--- src/rtl/pipe_stall_regs.sv ---
// pipe_stall_regs: IF/ID and ID/EX pipeline registers steered by the hazard unit's
// stall enables, with bubble insertion, a stall-duration FSM and saturating stall counters.
module pipe_stall_regs #(
    parameter int CTRL_W    = 8,
    parameter int MAX_STALL = 15,
    parameter int CNT_W     = 4,
    parameter int PERF_W    = 16
) (
    input  logic              clk,
    input  logic              rst_n,
    input  logic              pc_en,
    input  logic              ifid_en,
    input  logic              idex_en,
    input  logic              flush,
    input  logic [15:0]       if_pc,
    input  logic [15:0]       if_instr,
    input  logic [2:0]        id_rs,
    input  logic [2:0]        id_rt,
    input  logic [2:0]        id_dst,
    input  logic [CTRL_W-1:0] id_ctrl,
    output logic              pc_we,
    output logic [15:0]       ifid_pc,
    output logic [15:0]       ifid_instr,
    output logic              ifid_valid,
    output logic [2:0]        idex_rs,
    output logic [2:0]        idex_rt,
    output logic [2:0]        idex_dst,
    output logic [CTRL_W-1:0] idex_ctrl,
    output logic              idex_valid,
    output logic              stall_active,
    output logic [CNT_W-1:0]  stall_cnt,
    output logic              stall_timeout,
    output logic [PERF_W-1:0] perf_stalls
);

    typedef enum logic [1:0] {RUN, STALL, STALL_TO} state_t;

    localparam logic [CNT_W-1:0]  CNT_MAX  = CNT_W'(MAX_STALL);
    localparam logic [PERF_W-1:0] PERF_MAX = '1;

    state_t              state_q, state_d;
    logic [15:0]         ifid_pc_q, ifid_pc_d;
    logic [15:0]         ifid_instr_q, ifid_instr_d;
    logic                ifid_valid_q, ifid_valid_d;
    logic [2:0]          idex_rs_q, idex_rs_d;
    logic [2:0]          idex_rt_q, idex_rt_d;
    logic [2:0]          idex_dst_q, idex_dst_d;
    logic [CTRL_W-1:0]   idex_ctrl_q, idex_ctrl_d;
    logic                idex_valid_q, idex_valid_d;
    logic                stall_active_q, stall_active_d;
    logic [CNT_W-1:0]    stall_cnt_q, stall_cnt_d;
    logic                stall_timeout_q, stall_timeout_d;
    logic [PERF_W-1:0]   perf_stalls_q, perf_stalls_d;
    logic                stall;
    logic                bubble;
    logic [CNT_W-1:0]    cnt_inc;

    assign stall   = ~(pc_en & ifid_en & idex_en) & ~flush;
    // A held front end with an advancing back end must not re-issue the held instruction.
    assign bubble  = flush | (idex_en & ~ifid_en);
    assign cnt_inc = (stall_cnt_q >= CNT_MAX) ? CNT_MAX : stall_cnt_q + 1'b1;
    assign pc_we   = pc_en | flush;

    always_comb begin
        ifid_pc_d    = (!flush && ifid_en) ? if_pc : ifid_pc_q;
        ifid_instr_d = flush ? '0 : ifid_en ? if_instr : ifid_instr_q;
        ifid_valid_d = flush ? 1'b0 : ifid_en ? 1'b1 : ifid_valid_q;
        idex_rs_d    = bubble ? '0 : idex_en ? id_rs : idex_rs_q;
        idex_rt_d    = bubble ? '0 : idex_en ? id_rt : idex_rt_q;
        idex_dst_d   = bubble ? '0 : idex_en ? id_dst : idex_dst_q;
        idex_ctrl_d  = bubble ? '0 : idex_en ? id_ctrl : idex_ctrl_q;
        idex_valid_d = bubble ? 1'b0 : idex_en ? ifid_valid_q : idex_valid_q;
    end

    always_ff @(posedge clk or negedge rst_n) begin
        if (!rst_n) begin
            ifid_pc_q    <= '0;
            ifid_instr_q <= '0;
            ifid_valid_q <= 1'b0;
            idex_rs_q    <= '0;
            idex_rt_q    <= '0;
            idex_dst_q   <= '0;
            idex_ctrl_q  <= '0;
            idex_valid_q <= 1'b0;
        end else begin
            ifid_pc_q    <= ifid_pc_d;
            ifid_instr_q <= ifid_instr_d;
            ifid_valid_q <= ifid_valid_d;
            idex_rs_q    <= idex_rs_d;
            idex_rt_q    <= idex_rt_d;
            idex_dst_q   <= idex_dst_d;
            idex_ctrl_q  <= idex_ctrl_d;
            idex_valid_q <= idex_valid_d;
        end
    end

    always_ff @(posedge clk or negedge rst_n) begin
        if (!rst_n) begin
            state_q         <= RUN;
            stall_active_q  <= 1'b0;
            stall_cnt_q     <= '0;
            stall_timeout_q <= 1'b0;
            perf_stalls_q   <= '0;
        end else begin
            state_q         <= state_d;
            stall_active_q  <= stall_active_d;
            stall_cnt_q     <= stall_cnt_d;
            stall_timeout_q <= stall_timeout_d;
            perf_stalls_q   <= perf_stalls_d;
        end
    end

    always_comb begin
        state_d = state_q;
        case (state_q)
            RUN:      state_d = !stall ? RUN : (cnt_inc == CNT_MAX) ? STALL_TO : STALL;
            STALL:    state_d = !stall ? RUN : (cnt_inc == CNT_MAX) ? STALL_TO : STALL;
            STALL_TO: state_d = stall ? STALL_TO : RUN;
            default:  state_d = RUN;
        endcase
    end

    // cnt_inc saturates, so STALL_TO naturally holds the count at MAX_STALL.
    always_comb begin
        stall_active_d  = (state_d != RUN);
        stall_cnt_d     = (state_d == RUN) ? '0 : cnt_inc;
        stall_timeout_d = stall_timeout_q | (state_d == STALL_TO);
        perf_stalls_d   = (stall && perf_stalls_q != PERF_MAX) ? perf_stalls_q + 1'b1 : perf_stalls_q;
    end

    assign ifid_pc       = ifid_pc_q;
    assign ifid_instr    = ifid_instr_q;
    assign ifid_valid    = ifid_valid_q;
    assign idex_rs       = idex_rs_q;
    assign idex_rt       = idex_rt_q;
    assign idex_dst      = idex_dst_q;
    assign idex_ctrl     = idex_ctrl_q;
    assign idex_valid    = idex_valid_q;
    assign stall_active  = stall_active_q;
    assign stall_cnt     = stall_cnt_q;
    assign stall_timeout = stall_timeout_q;
    assign perf_stalls   = perf_stalls_q;

endmodule

--- config.mk ---
export PLATFORM = sky130hd
export DESIGN_NAME = pipe_stall_regs
export DESIGN_NICKNAME = d
export VERILOG_FILES = /design/src/rtl/pipe_stall_regs.sv
export SDC_FILE = /design/constraint.sdc
export NUM_CORES = 1
export LEC_CHECK = 0
export CAP_MARGIN = 20
export CORE_UTILIZATION = 42
export DETAILED_ROUTE_END_ITERATION = 7
export HOLD_SLACK_MARGIN = 0.05
export PLACE_DENSITY = 0.76
export SYNTH_ARGS = -nofsm -noshare
export SYNTH_HDL_FRONTEND = slang
export SYNTH_SLANG_ARGS = --single-unit
--- constraint.sdc ---
create_clock -name clk -period 2.1 [get_ports clk]
set_input_delay 0.315 -clock clk [delete_from_list [all_inputs] [get_ports clk]]
set_output_delay 0.315 -clock clk [all_outputs]
set_load 0.005 [all_outputs]
# ---- Word-level counts from Yosys, hierarchy flattened
# Index checks and enable logic that the tools add are counted.
dict set report word_totals {
  in_bits 55
  ff_bits 75
  rom_bits 0
  latchBits 0
  ram_bits 0
  memories 0
}
dict set report classes {
  n_div 0
  mul 0
  reduce_logical 9
  n_addsub 2
  n_lt_le_gt_ge 1
  shifts 0
  eq_ne 5
  n_mux 20
  bitwise 10
}
# op n
set op_table {}
lappend op_table {{$mux 16} 2}
lappend op_table {{$mux 3} 6}
lappend op_table {{$add 16x1->16 const B} 1}
lappend op_table {{$mux 8} 2}
lappend op_table {{$ne 16x16->1 const B} 1}
lappend op_table {{$mux 4} 2}
lappend op_table {{$mux 2} 3}
lappend op_table {{$reduce_bool 2->1} 3}
lappend op_table {{$add 4x1->4 const B} 1}
lappend op_table {{$and 1x1->1} 4}
lappend op_table {{$eq 2x2->1 const B} 2}
lappend op_table {{$eq 4x4->1 const B} 1}
lappend op_table {{$ge 4x4->1 const B} 1}
lappend op_table {{$logic_not 2->1} 2}
lappend op_table {{$mux 1} 4}
lappend op_table {{$pmux 2 s2} 1}
lappend op_table {{$not 1->1} 3}
lappend op_table {{$or 1x1->1} 3}
lappend op_table {{$eq 2x1->1 const B} 1}
lappend op_table {{$logic_and 1x1->1} 2}
lappend op_table {{$reduce_or 2->1} 1}
lappend op_table {{$logic_not 1->1} 1}

# ---- Depth between registers and ports, before layout
dict set report depth {
  word_depth 8
  ltp_mapped 6
}

# ---- Worst setup path after synthesis
# No wires, ideal clock.
dict set report synth_path {
  path_kind {register to register}
  startpoint {register perf_stalls_q[0], in the netlist perf_stalls[0]}
  endpoint {register perf_stalls_q[1], in the netlist perf_stalls[1]}
  t_required_ns 1.975
  path_slack_ns 0.297
  synth_period_minus_slack_ns 1.803
  t_arrival_ns 1.679
  path_stages_with_launch 6
  cell_sequence {dfrtp_1 -> ha_1 -> nand3_1 -> nor4_2 -> nor2_1 -> mux2_2}
}
dict set report synth_between {
  elab_chain_len 2
  elab_cells_between_ends 3
  classes_between {add/sub: 1; eq/ne: 1; reduce/logical: 1}
}
# item line
set synth_lines {}
lappend synth_lines {{from (decl)} 53} ;# logic [PERF_W-1:0] perf_stalls_q, perf_stalls_d;
lappend synth_lines {{from (signal assigned)} 109} ;# perf_stalls_q <= perf_stalls_d;
lappend synth_lines {{branches (longest 2 deep; another with $add 16x1->16)} -}
# Several ways; the timed one is not identified.
# A chain may end at the register's enable or synchronous reset.

# ---- Worst setup path after layout
dict set report layout_path {
  startpoint {input pc_en}
  endpoint {output pc_we}
}
dict set report layout_between {
  elab_chain_len 1
}
# item line
set layout_lines {}
lappend layout_lines {{from (decl)} 11} ;# input logic pc_en,
lappend layout_lines {{$or 1x1->1} 62} ;# assign pc_we = pc_en | flush;
lappend layout_lines {{to (decl)} 21} ;# output logic pc_we,
# Every way passes these cells.

==> flow_metrics.env <==
export IMPL_cp_depth=4
export IMPL_antenna_found_initial=0
export IMPL_syn_nets=296
export IMPL_whs_ps=470.5
export IMPL_seq_area_frac_synth_pct=61.35
export IMPL_rr_worst_depth=5
export IMPL_clockBufferDepth=2
export IMPL_end_kind="primary output"
export IMPL_finClkSkew_ps=5.242
export IMPL_syn_area_um2=3059
export IMPL_finalHoldViolCount=0
export IMPL_wl_um=7251
export IMPL_clock_latency_ps=330
export IMPL_cp_arrival_ps=1660
export IMPL_ant_nets=0
export IMPL_diodes=0
export IMPL_post_drt_wl_per_cell_um=14.98
export IMPL_grt_use_total_pct=19.89
export IMPL_drc_errors=0
export IMPL_finalMaxSlewViolations=0
export IMPL_synthArstFlopShare_pct=100.0
export IMPL_synth_seq_cells=75
export IMPL_critPathMaxStageDelay_ps=450
export IMPL_fin_crit_ps=1972
export IMPL_synth_edf_count=0
export IMPL_drive_gt1_share_pct=13.92
export IMPL_max_clock_freq_mhz=507.0
export IMPL_relSlewSlack_pct=53.95
export IMPL_tightest_slew_ps=688.2
export IMPL_first_pass_iters=4
export IMPL_nNetsFinal=440
export IMPL_synth_area_leaders="dfrtp_1 61%, mux2_2 7.7%, mux2i_1 5.6%"
export IMPL_htree_levels=3
export IMPL_grt_pass1_vias=2397
export IMPL_avgSynthCellArea_um2=12.80
export IMPL_crit_path_max_fanout=2
export IMPL_p_total_mw=3.861
export IMPL_ctsHoldBuffers=1
export IMPL_cts_tree="yes"
export IMPL_critPathBufInv=3
export IMPL_r2r_setup_slack_ps=290
export IMPL_dpl_cell_area_um2=4533
export IMPL_yosysTopAreaCellShare_pct=61.35
export IMPL_die_h_um=87.35
export IMPL_status="completed"
export IMPL_vias=2424
export IMPL_initial_core_util_pct=44.29
export IMPL_grt_pass1_wl_um=11480
export IMPL_max_vdd_ir_drop_v=0.0004048
export IMPL_layout_cells_non_filler=484
export IMPL_cp_start_kind="input pin"
export IMPL_viasPerCell=5.008
export IMPL_path_clk_slew_ps=70
export IMPL_cts_root_buf="clkbuf_8"
export IMPL_grt_overflow=0
export IMPL_crit_family="buffers and inverters"
export IMPL_finalSetupViolCount=0
export IMPL_gp_congestion=0.7800
export IMPL_power_density_nw_per_um2=807.0
export IMPL_die_area_um2=7629
export IMPL_cts_resized_gates=0
export IMPL_path_cells="clkdlybuf4s50_1 -> buf_4 -> or2_2 -> clkdlybuf4s50_1"
export IMPL_yosys_area_top_type="dfrtp_1"
export IMPL_clock_sinks=75
export IMPL_rsz0062_at_grt="no"
export IMPL_cts_made_buffers=9
export IMPL_synth_flop_cell="dfrtp_1"
export IMPL_ioPinCount=129
export IMPL_grt_max_degree=41
export IMPL_yosysWarnings=0
export IMPL_leakagePower_nw=2.099
export IMPL_port_buffers=128
export IMPL_dpl_hpwl_um=5318
export IMPL_maxCapViolCount=0
export IMPL_fp_row_count=30
export IMPL_dp_cells=466
export IMPL_design_area_um2=4785
export IMPL_slowest_stage="clkdlybuf4s50_1"
export IMPL_hold_path_class="input pin to asynchronous set/reset pin"
export IMPL_yosys_cell_types_count=36
export IMPL_syn2layout_area_growth_pct=56.40
export IMPL_dieWidth_um=87.35
export IMPL_post_route_period_util_pct=93.93
export IMPL_core_area_um2=6907
export IMPL_drt_initial_drc_count=116
export IMPL_cp_required_ps=1780
export IMPL_crit_top_cell="clkdlybuf4s50_1"
export IMPL_path_class="input pin to primary output"
export IMPL_postCtsSetupBuffers=0
export IMPL_synth_cells=239
==> state kept, by name, indices dropped and copies added (netlist names) <==
name	count
stall_active	1
ifid_valid	1
idex_rs	3
state_q	2
stall_timeout	1
idex_dst	3
ifid_pc	16
stall_cnt	4
ifid_instr	16
idex_valid	1
idex_ctrl	8
idex_rt	3
perf_stalls	16
==> Yosys cell counts (2+ instances only) <==
cell,count
ha_1,2
xor2_1,9
mux2_2,21
nor2b_1,2
nor3_1,7
buf_1,2
nor4_1,2
o21ai_0,2
a21oi_1,4
nor2_1,28
buf_2,2
a31oi_1,2
a22o_1,17
nand4_1,4
clkbuf_1,5
nand3_1,7
mux2i_1,17
and2_1,2
inv_1,5
dfrtp_1,75
nand2_1,9
==> power by group <==
group / switching (mW) / internal (mW) / total, mW
registers: 0.139 / 1.61 / 1.74
clock network: 0.508 / 0.794 / 1.30
logic: 0.281 / 0.534 / 0.814
==> cells by family after synthesis <==
family / synth area share [%]
DFF: 61.35
and+or+nand+nor: 12.39
muxes: 13.29
AOI/OAI and AO/OA: 6.789
buffers and inverters: 2.168
xor gates and xnor gates: 2.863
adders and majority gates: 1.145
==> cell type report <==
| class | count | area (um^2) |
|---|---|---|
| fill | 522 | 2122 |
| sequential | 75 | 1877 |
| timing repair buffer | 143 | 1419 |
| multi-input combinational | 149 | 1116 |
| clock buffer | 12 | 135.1 |
| tap | 96 | 120.1 |
| clock inverter | 4 | 98.84 |
| inverter | 5 | 18.77 |
==> metrics by stage <==
| step | setup slack, ps | utilization (%) | setup TNS [ps] |
|---|---|---|---|
| floorplan | 296.5 | - | 0 |
| global placement | -14.86 | 65.63 | -217.7 |
| detailed placement | -86.40 | 65.63 | -1099 |
| CTS | 133.9 | 69.17 | 0 |
| global route | 96.14 | 69.28 | 0 |
| finish | 127.5 | 69.28 | 0 |
==> worst paths after layout <==
| kind | to | from |
|---|---|---|
| worst max-delay path | pc_we | pc_en |
| worst min-delay path | stall_cnt[2] | rst_n |
| worst max register to register | perf_stalls[12] | perf_stalls[0] |
| worst min register to register | stall_timeout | stall_timeout |
| max in group asynchronous | ifid_pc[13] | rst_n |
| min in group clk | stall_timeout | stall_timeout |
==> per-layer routing <==
metal / GRT usage [%] / part of all wire (%) / vias up / wire length, um
li1: - / - / 1131 / -
met1: 25.11 / 42 / 1187 / 3021
met2: 31.11 / 49 / 91 / 3556
met3: 5.877 / 7.0 / 15 / 507
met4: 9.985 / 2.3 / 0 / 166
met5: 0 / 0 / - / 0
==> cells in the final DEF, fill, tap and decap left out, types with 2 or more instances in the layout <==
cell             instances
clkdlybuf4s50_1        127
dfrtp_1                 75
nor2_1                  28
mux2_2                  21
mux2i_1                 17
a22o_1                  17
buf_4                   13
nand2_1                  9
xor2_1                   9
clkbuf_8                 9
nor3_1                   7
nand3_1                  7
inv_1                    5
a21oi_1                  4
nand4_1                  4
clkbuf_1                 3
bufinv_16                3
a31oi_1                  2
nor2b_1                  2
and2_1                   2
o21ai_0                  2
nor4_1                   2
ha_1                     2
buf_12                   2
Power figures use the tool's default switching activity.
==> RTL edit 1 (same flow settings) <==
`ifid_instr_q` no longer has a reset.
--- a/src/rtl/pipe_stall_regs.sv
+++ b/src/rtl/pipe_stall_regs.sv
@@ -75,7 +75,6 @@
     always_ff @(posedge clk or negedge rst_n) begin
         if (!rst_n) begin
             ifid_pc_q    <= '0;
-            ifid_instr_q <= '0;
             ifid_valid_q <= 1'b0;
             idex_rs_q    <= '0;
             idex_rt_q    <= '0;
@@ -84,7 +83,6 @@
             idex_valid_q <= 1'b0;
         end else begin
             ifid_pc_q    <= ifid_pc_d;
-            ifid_instr_q <= ifid_instr_d;
             ifid_valid_q <= ifid_valid_d;
             idex_rs_q    <= idex_rs_d;
             idex_rt_q    <= idex_rt_d;
@@ -92,6 +90,10 @@
             idex_ctrl_q  <= idex_ctrl_d;
             idex_valid_q <= idex_valid_d;
         end
+    end
+
+    always_ff @(posedge clk) begin
+        ifid_instr_q <= ifid_instr_d;
     end
 
     always_ff @(posedge clk or negedge rst_n) begin
Function: changed (a bounded check fails within 4 cycles, from zero or initial values and one cycle with rst_n low).
==> RTL edit 1 against the original RTL <==
- design area fell by 3.2%
- core utilization fell by 1.1 points
- count of clock-buffer cells in the layout down 1
- critical path depth is 1 lower
- die area is 3.0% lower
- non-clock buffer count fell by 8
- setup slack hardly changed
- wire length fell by 4.9%
- power shrank 2.3%
- clock skew grew 0.0026 ns
- sequential cell count stayed put
- synthesized area fell by 3.1%
- critical endpoint unchanged
==> RTL edit 1: results (changes against the original RTL) <==
| Metric | Value |
|---|---|
| Max incr delay on CP | `0.56 ns (+0.11 ns)` |
| Most area-consuming cells after synthesis | `dfrtp_1, dfxtp_1, mux2_2` |
| Max IR drop VDD | `0.0004803 V (+19%)` |
| Clock latency on the worst-skew pair | `0.33 ns (about the same)` |
| WL final | `6895 microns (-4.9%)` |
| Lkg Pwr | `0.002045 uW (-2.6%)` |
| Initial DRC Count | `83 (-28%)` |
| Post-synth top cells | `dfrtp_1, nor2_1, a22o_1` |
| FF-to-FF Start | `perf_stalls[1]$_DFFE_PN0P_` |
| Layout Cells excl Fill | `471 (-2.7%)` |
| Final Util | `0.6814 (-0.01135)` |
| # nets final | `427 (-3.0%)` |
| Dpl ws | `-0.06802 ns (+0.01838 ns)` |
| Vias per Instance | `4.892 (-2.3%)` |
| Synthesized Nets | `290 (-2.0%)` |
| Final GP Congestion | `0.7881 (+1.0%)` |
| GRT Resource Usage Total | `0.1939 (-0.004988)` |
| R2r endpoint | `perf_stalls[11]$_DFFE_PN0P_` |
| Number of global-route vias before repair | `2,276 (-5.0%)` |
| Layout cell share with drive strength beyond 1 | `0.1253 (-0.01384)` |
| Status | `complete, no violations` |
| Distinct cells, synth | `37 (+2.8%)` |
| Critical Path Fanout Max | `7 (+5)` |
| Worst hold path class | `flip-flop to flip-flop` |
| Async set or reset register ratio after synthesis | `0.7867 (-0.2133)` |
| Half-perimeter wire length after placement | `5006 microns (-5.9%)` |
| Share of the yosys chip area belonging to registers | `0.6059 (-0.007590)` |
| Largest net degree at the start of global routing | `36 (-12%)` |
| Placed insts | `453 (-2.8%)` |
| Worst reg-to-reg setup slack | `0.36 ns (+0.07 ns)` |
| Avg Cell Area, Syn | `12.73 sq um (-0.57%)` |
| Final Skew | `0.007890 ns (+0.002648 ns)` |
| DP Area | `4370 sq um (-3.6%)` |
| First-pass GRT wire length | `11,140 microns (-2.9%)` |
[RTL edit 1: cell count changes in the layout (fill, tap and decap cells not counted), sizes merged, moves of 3 or more]
cell | unedited run | this run
mux2 | 21 | 17
dfrtp | 75 | 59
buf | 15 | 7
xor2 | 9 | 14
dfxtp | 0 | 16
inv | 5 | 2
[RTL edit 1: cell type report]
type	count	area (sq um)	share of cell area
tap	96	120.1	0.02595
multi-input combinational	147	1120	0.2419
sequential	75	1797	0.3881
clock buffer	11	141.4	0.03054
inverter	2	7.507	0.001622
timing repair buffer	135	1344	0.2903
clock inverter	5	100.1	0.02162
[RTL edit 1: cells by family (layout without fill, tap and decap cells)]
family | after synthesis | after routing | share of synthesized area
buffers and inverters | 11 | 153 | 0.01646
adders and majority gates | 3 | 3 | 0.01181
and+or+nand+nor | 71 | 71 | 0.1329
muxes | 33 | 33 | 0.1198
AOI/OAI and AO/OA | 26 | 26 | 0.07173
xor gates and xnor gates | 14 | 14 | 0.04135
DFF | 75 | 75 | 0.6059
[RTL edit 1: worst register-to-register path, delay by kind of cell (launching register included)]
kind / cells / cell delay [ns]
xor+xnor: 1 / 0.17
fa+ha+maj: 1 / 0.21
flops: 1 / 0.42
simple gates: 3 / 0.82
[RTL edit 1: worst max path at each step]
stage                               end  depth (start not counted)                   start  slack (ns)
5_1_grt                           pc_we                          3                   flush        0.09
3_3_place_gp    idex_dst[0]$_DFFE_PN0P_                          3                   flush        0.05
3_5_place_dp   idex_ctrl[3]$_DFFE_PN0P_                          3                   flush       -0.07
4_1_cts                           pc_we                          3                   flush        0.12
6_report                          pc_we                          3                   flush        0.13
2_1_floorplan   stall_timeout$_DFF_PN0_                          5  stall_cnt[0]$_DFF_PN0_        0.50
[RTL edit 1: through the flow]
stage / TNS (ns) / hold slack, ns
final: 0 / 0.4924
after global routing: 0 / 0.5142
after CTS: 0 / 0.5037
after detailed placement: -0.9875 / 0.3591
after global placement: 0 / 0.3559
after floorplan: 0 / 0.01941
[RTL edit 1: metal layers]
metal | GRT usage | up-vias | share of wire
met5 | 0 | - | 0
met4 | 0.06364 | 0 | 0.010
met3 | 0.06545 | 8 | 0.097
met2 | 0.3045 | 110 | 0.44
met1 | 0.2525 | 1083 | 0.45
li1 | - | 1103 | -
[RTL edit 1: report_power, final]
group	internal, uW	leakage [uW]	switching [uW]	total, uW
Combinational	479	0.00103	243	722
Clock	819	0.000123	501	1320
Sequential	1580	0.000894	144	1730
==> RTL edit 2 (same settings) <==
Made on the original files. `PERF_W`: 16 -> 18.
--- a/src/rtl/pipe_stall_regs.sv
+++ b/src/rtl/pipe_stall_regs.sv
@@ -4,7 +4,7 @@
     parameter int CTRL_W    = 8,
     parameter int MAX_STALL = 15,
     parameter int CNT_W     = 4,
-    parameter int PERF_W    = 16
+    parameter int PERF_W    = 18
 ) (
     input  logic              clk,
     input  logic              rst_n,
Ports: changed (resized perf_stalls); port bits go from 129 to 131. The function was not compared with the original's and may differ.
==> RTL edit 2 against the original RTL <==
- core utilization decreased by 1.2 points
- wire length rose by 3.6%
- fmax grew 1.9%
- synthesized area rose by 3.6%
- global-route usage rose by 0.074 points
- setup slack improved by 0.036 ns
- power rose by 0.94%
- cell count is 2.3% higher
- design area grew 3.2%
- register-to-register slack got worse by 0.02 ns
- sequential cell count grew 2
- via count increased by 1.0%
- die area is 3.5% higher
- clock skew decreased by 0.0019 ns
- critical endpoint unchanged
- largest power group unchanged
- highest routed layer unchanged
==> RTL edit 2: results (changes against the original RTL) <==
| Metric | Value |
|---|---|
| Pre-antenna DRT Iters | `4 (unchanged)` |
| Distinct cells, synth | `37 (+2.8%)` |
| Placed insts | `477 (+2.4%)` |
| Net Sw Frac | `0.2442 (+0.003872)` |
| Layout cell share with drive strength beyond 1 | `0.1465 (+0.007289)` |
| Synth Area in XOR/XNOR | `0.04700 (+0.01837)` |
| Share of the yosys chip area belonging to registers | `0.6082 (-0.005282)` |
| Layout Cells excl Fill | `495 (+2.3%)` |
| Async set or reset register ratio after synthesis | `1.000 (unchanged)` |
| Clock latency on the worst-skew pair | `0.34 ns` |
| Initial DRC Count | `153 (+32%)` |
| Antenna violations before repair | `0 (unchanged)` |
| Fmax achieved | `0.5165 GHz (+1.9%)` |
| Number of global-route vias before repair | `2,428 (+1.3%)` |
| I/O Buffers | `130 (+1.6%)` |
| Final Skew | `0.003364 ns (-0.001878 ns)` |
| Lkg Pwr | `0.002123 uW (+1.2%)` |
| Flop pwr share | `0.462 (+0.010)` |
| Reg2Reg Depth | `6 (+1)` |
| Synthesized Nets | `304 (+2.7%)` |
| Vias per Instance | `4.947 (-1.2%)` |
| Dpl ws | `-0.04739 ns (+0.03902 ns)` |
| Max IR drop VDD | `0.0005890 V (+46%)` |
| GRT Resource Usage Total | `0.1996 (+0.0007417)` |
| Slew HR | `0.6544 (+0.1149)` |
| Fillers | `558 (+6.9%)` |
| Final GP Congestion | `0.7698 (-1.3%)` |
| Clk. pwr | `1340 uW (+3%)` |
| Half-perimeter wire length after placement | `5644 microns (+6.1%)` |
| Complex-gate fraction of the synthesized area | `0.09044 (+0.02255)` |
| Worst reg-to-reg setup slack | `0.27 ns (-0.02 ns)` |
| # nets final | `448 (+1.8%)` |
| Most area-consuming cells after synthesis | `dfrtp_1, mux2_2, mux2i_1` |
| Launch point of the critical path | `flush` |
| Crit path arrival time | `1.62 ns (-0.04 ns)` |
| First-pass GRT wire length | `11,640 microns (+1.4%)` |
| Post-Syn Area | `3168 sq um (+3.6%)` |
| Avg Cell Area, Syn | `12.83 sq um (+0.20%)` |
| Post-synth top cells | `dfrtp_1, nor2_1, a22o_1, mux2_2, mux2i_1` |
| Status | `complete, no violations` |
| H-tree depth | `3 (unchanged)` |
| Largest net degree at the start of global routing | `34 (-17%)` |
| R2r endpoint | `perf_stalls[7]$_DFFE_PN0P_` |
| Critical Path Fanout Max | `8 (+6)` |
| Final hold slack | `0.4470 ns (-0.02358 ns)` |
| WL final | `7509 microns (+3.6%)` |
| Yosys top cell by area | `dfrtp_1` |
| Post-Synth Adder-Cell Area | `0.01106 (-0.0003935)` |
| Post-synthesis mux area share | `0.1110 (-0.02194)` |
| Yosys Warn Count | `0 (unchanged)` |
## RTL edit 2: critical path, cell delays in order
cell and delay [ns]:
clkdlybuf4s50_1 0.42, buf_4 0.17, or2_2 0.26, clkdlybuf4s50_1 0.45
## RTL edit 2: per-layer routing
| metal | vias up | part of all wire | wire length (microns) | track usage |
|---|---|---|---|---|
| li1 | 1161 | - | - | - |
| met1 | 1190 | 0.43 | 3214 | 0.2467 |
| met2 | 86 | 0.48 | 3619 | 0.3266 |
| met3 | 12 | 0.073 | 551 | 0.04851 |
| met4 | 0 | 0.016 | 123 | 0.1026 |
| met5 | - | 0 | 0 | 0 |
## RTL edit 2: kinds of logic after synthesis
kind of cell,Yosys count
flops,77
simple gates,65
compound gates,36
mux,33
xor+xnor,17
buf+inv,16
fa+ha+maj,3
## RTL edit 2: area by class of cell
type                            instances  area [sq um]  share of cell area
Inverter                                4         15.01            0.003040
Sequential cell                        77          1927              0.3902
Clock inverter                          7         122.6             0.02483
Tap cell                               99         123.9             0.02508
Timing Repair Buffer                  145          1455              0.2947
Multi-Input combinational cell        154          1171              0.2371
Clock buffer                            9         123.9             0.02508
## RTL edit 2: stage by stage
stage	utilization	TNS (ns)	power (uW)	instance area [sq um]
floorplan	-	0	2049	3168
global placement	0.6440	-0.03327	2571	4671
detailed placement	0.6440	-0.6844	2591	4671
CTS	0.6793	0	3946	4927
global route	0.6809	0	4107	4938
finish	0.6809	0	3898	4938
## RTL edit 2: what timing repair did
action / 4_1_cts / 5_1_grt
endpoints found under the setup margin: 0 / 0
gates resized for setup: 0 / 0
buffers inserted: 0 / 0
endpoints found under the hold margin: 29 / 0
hold buffers: 1 / 0
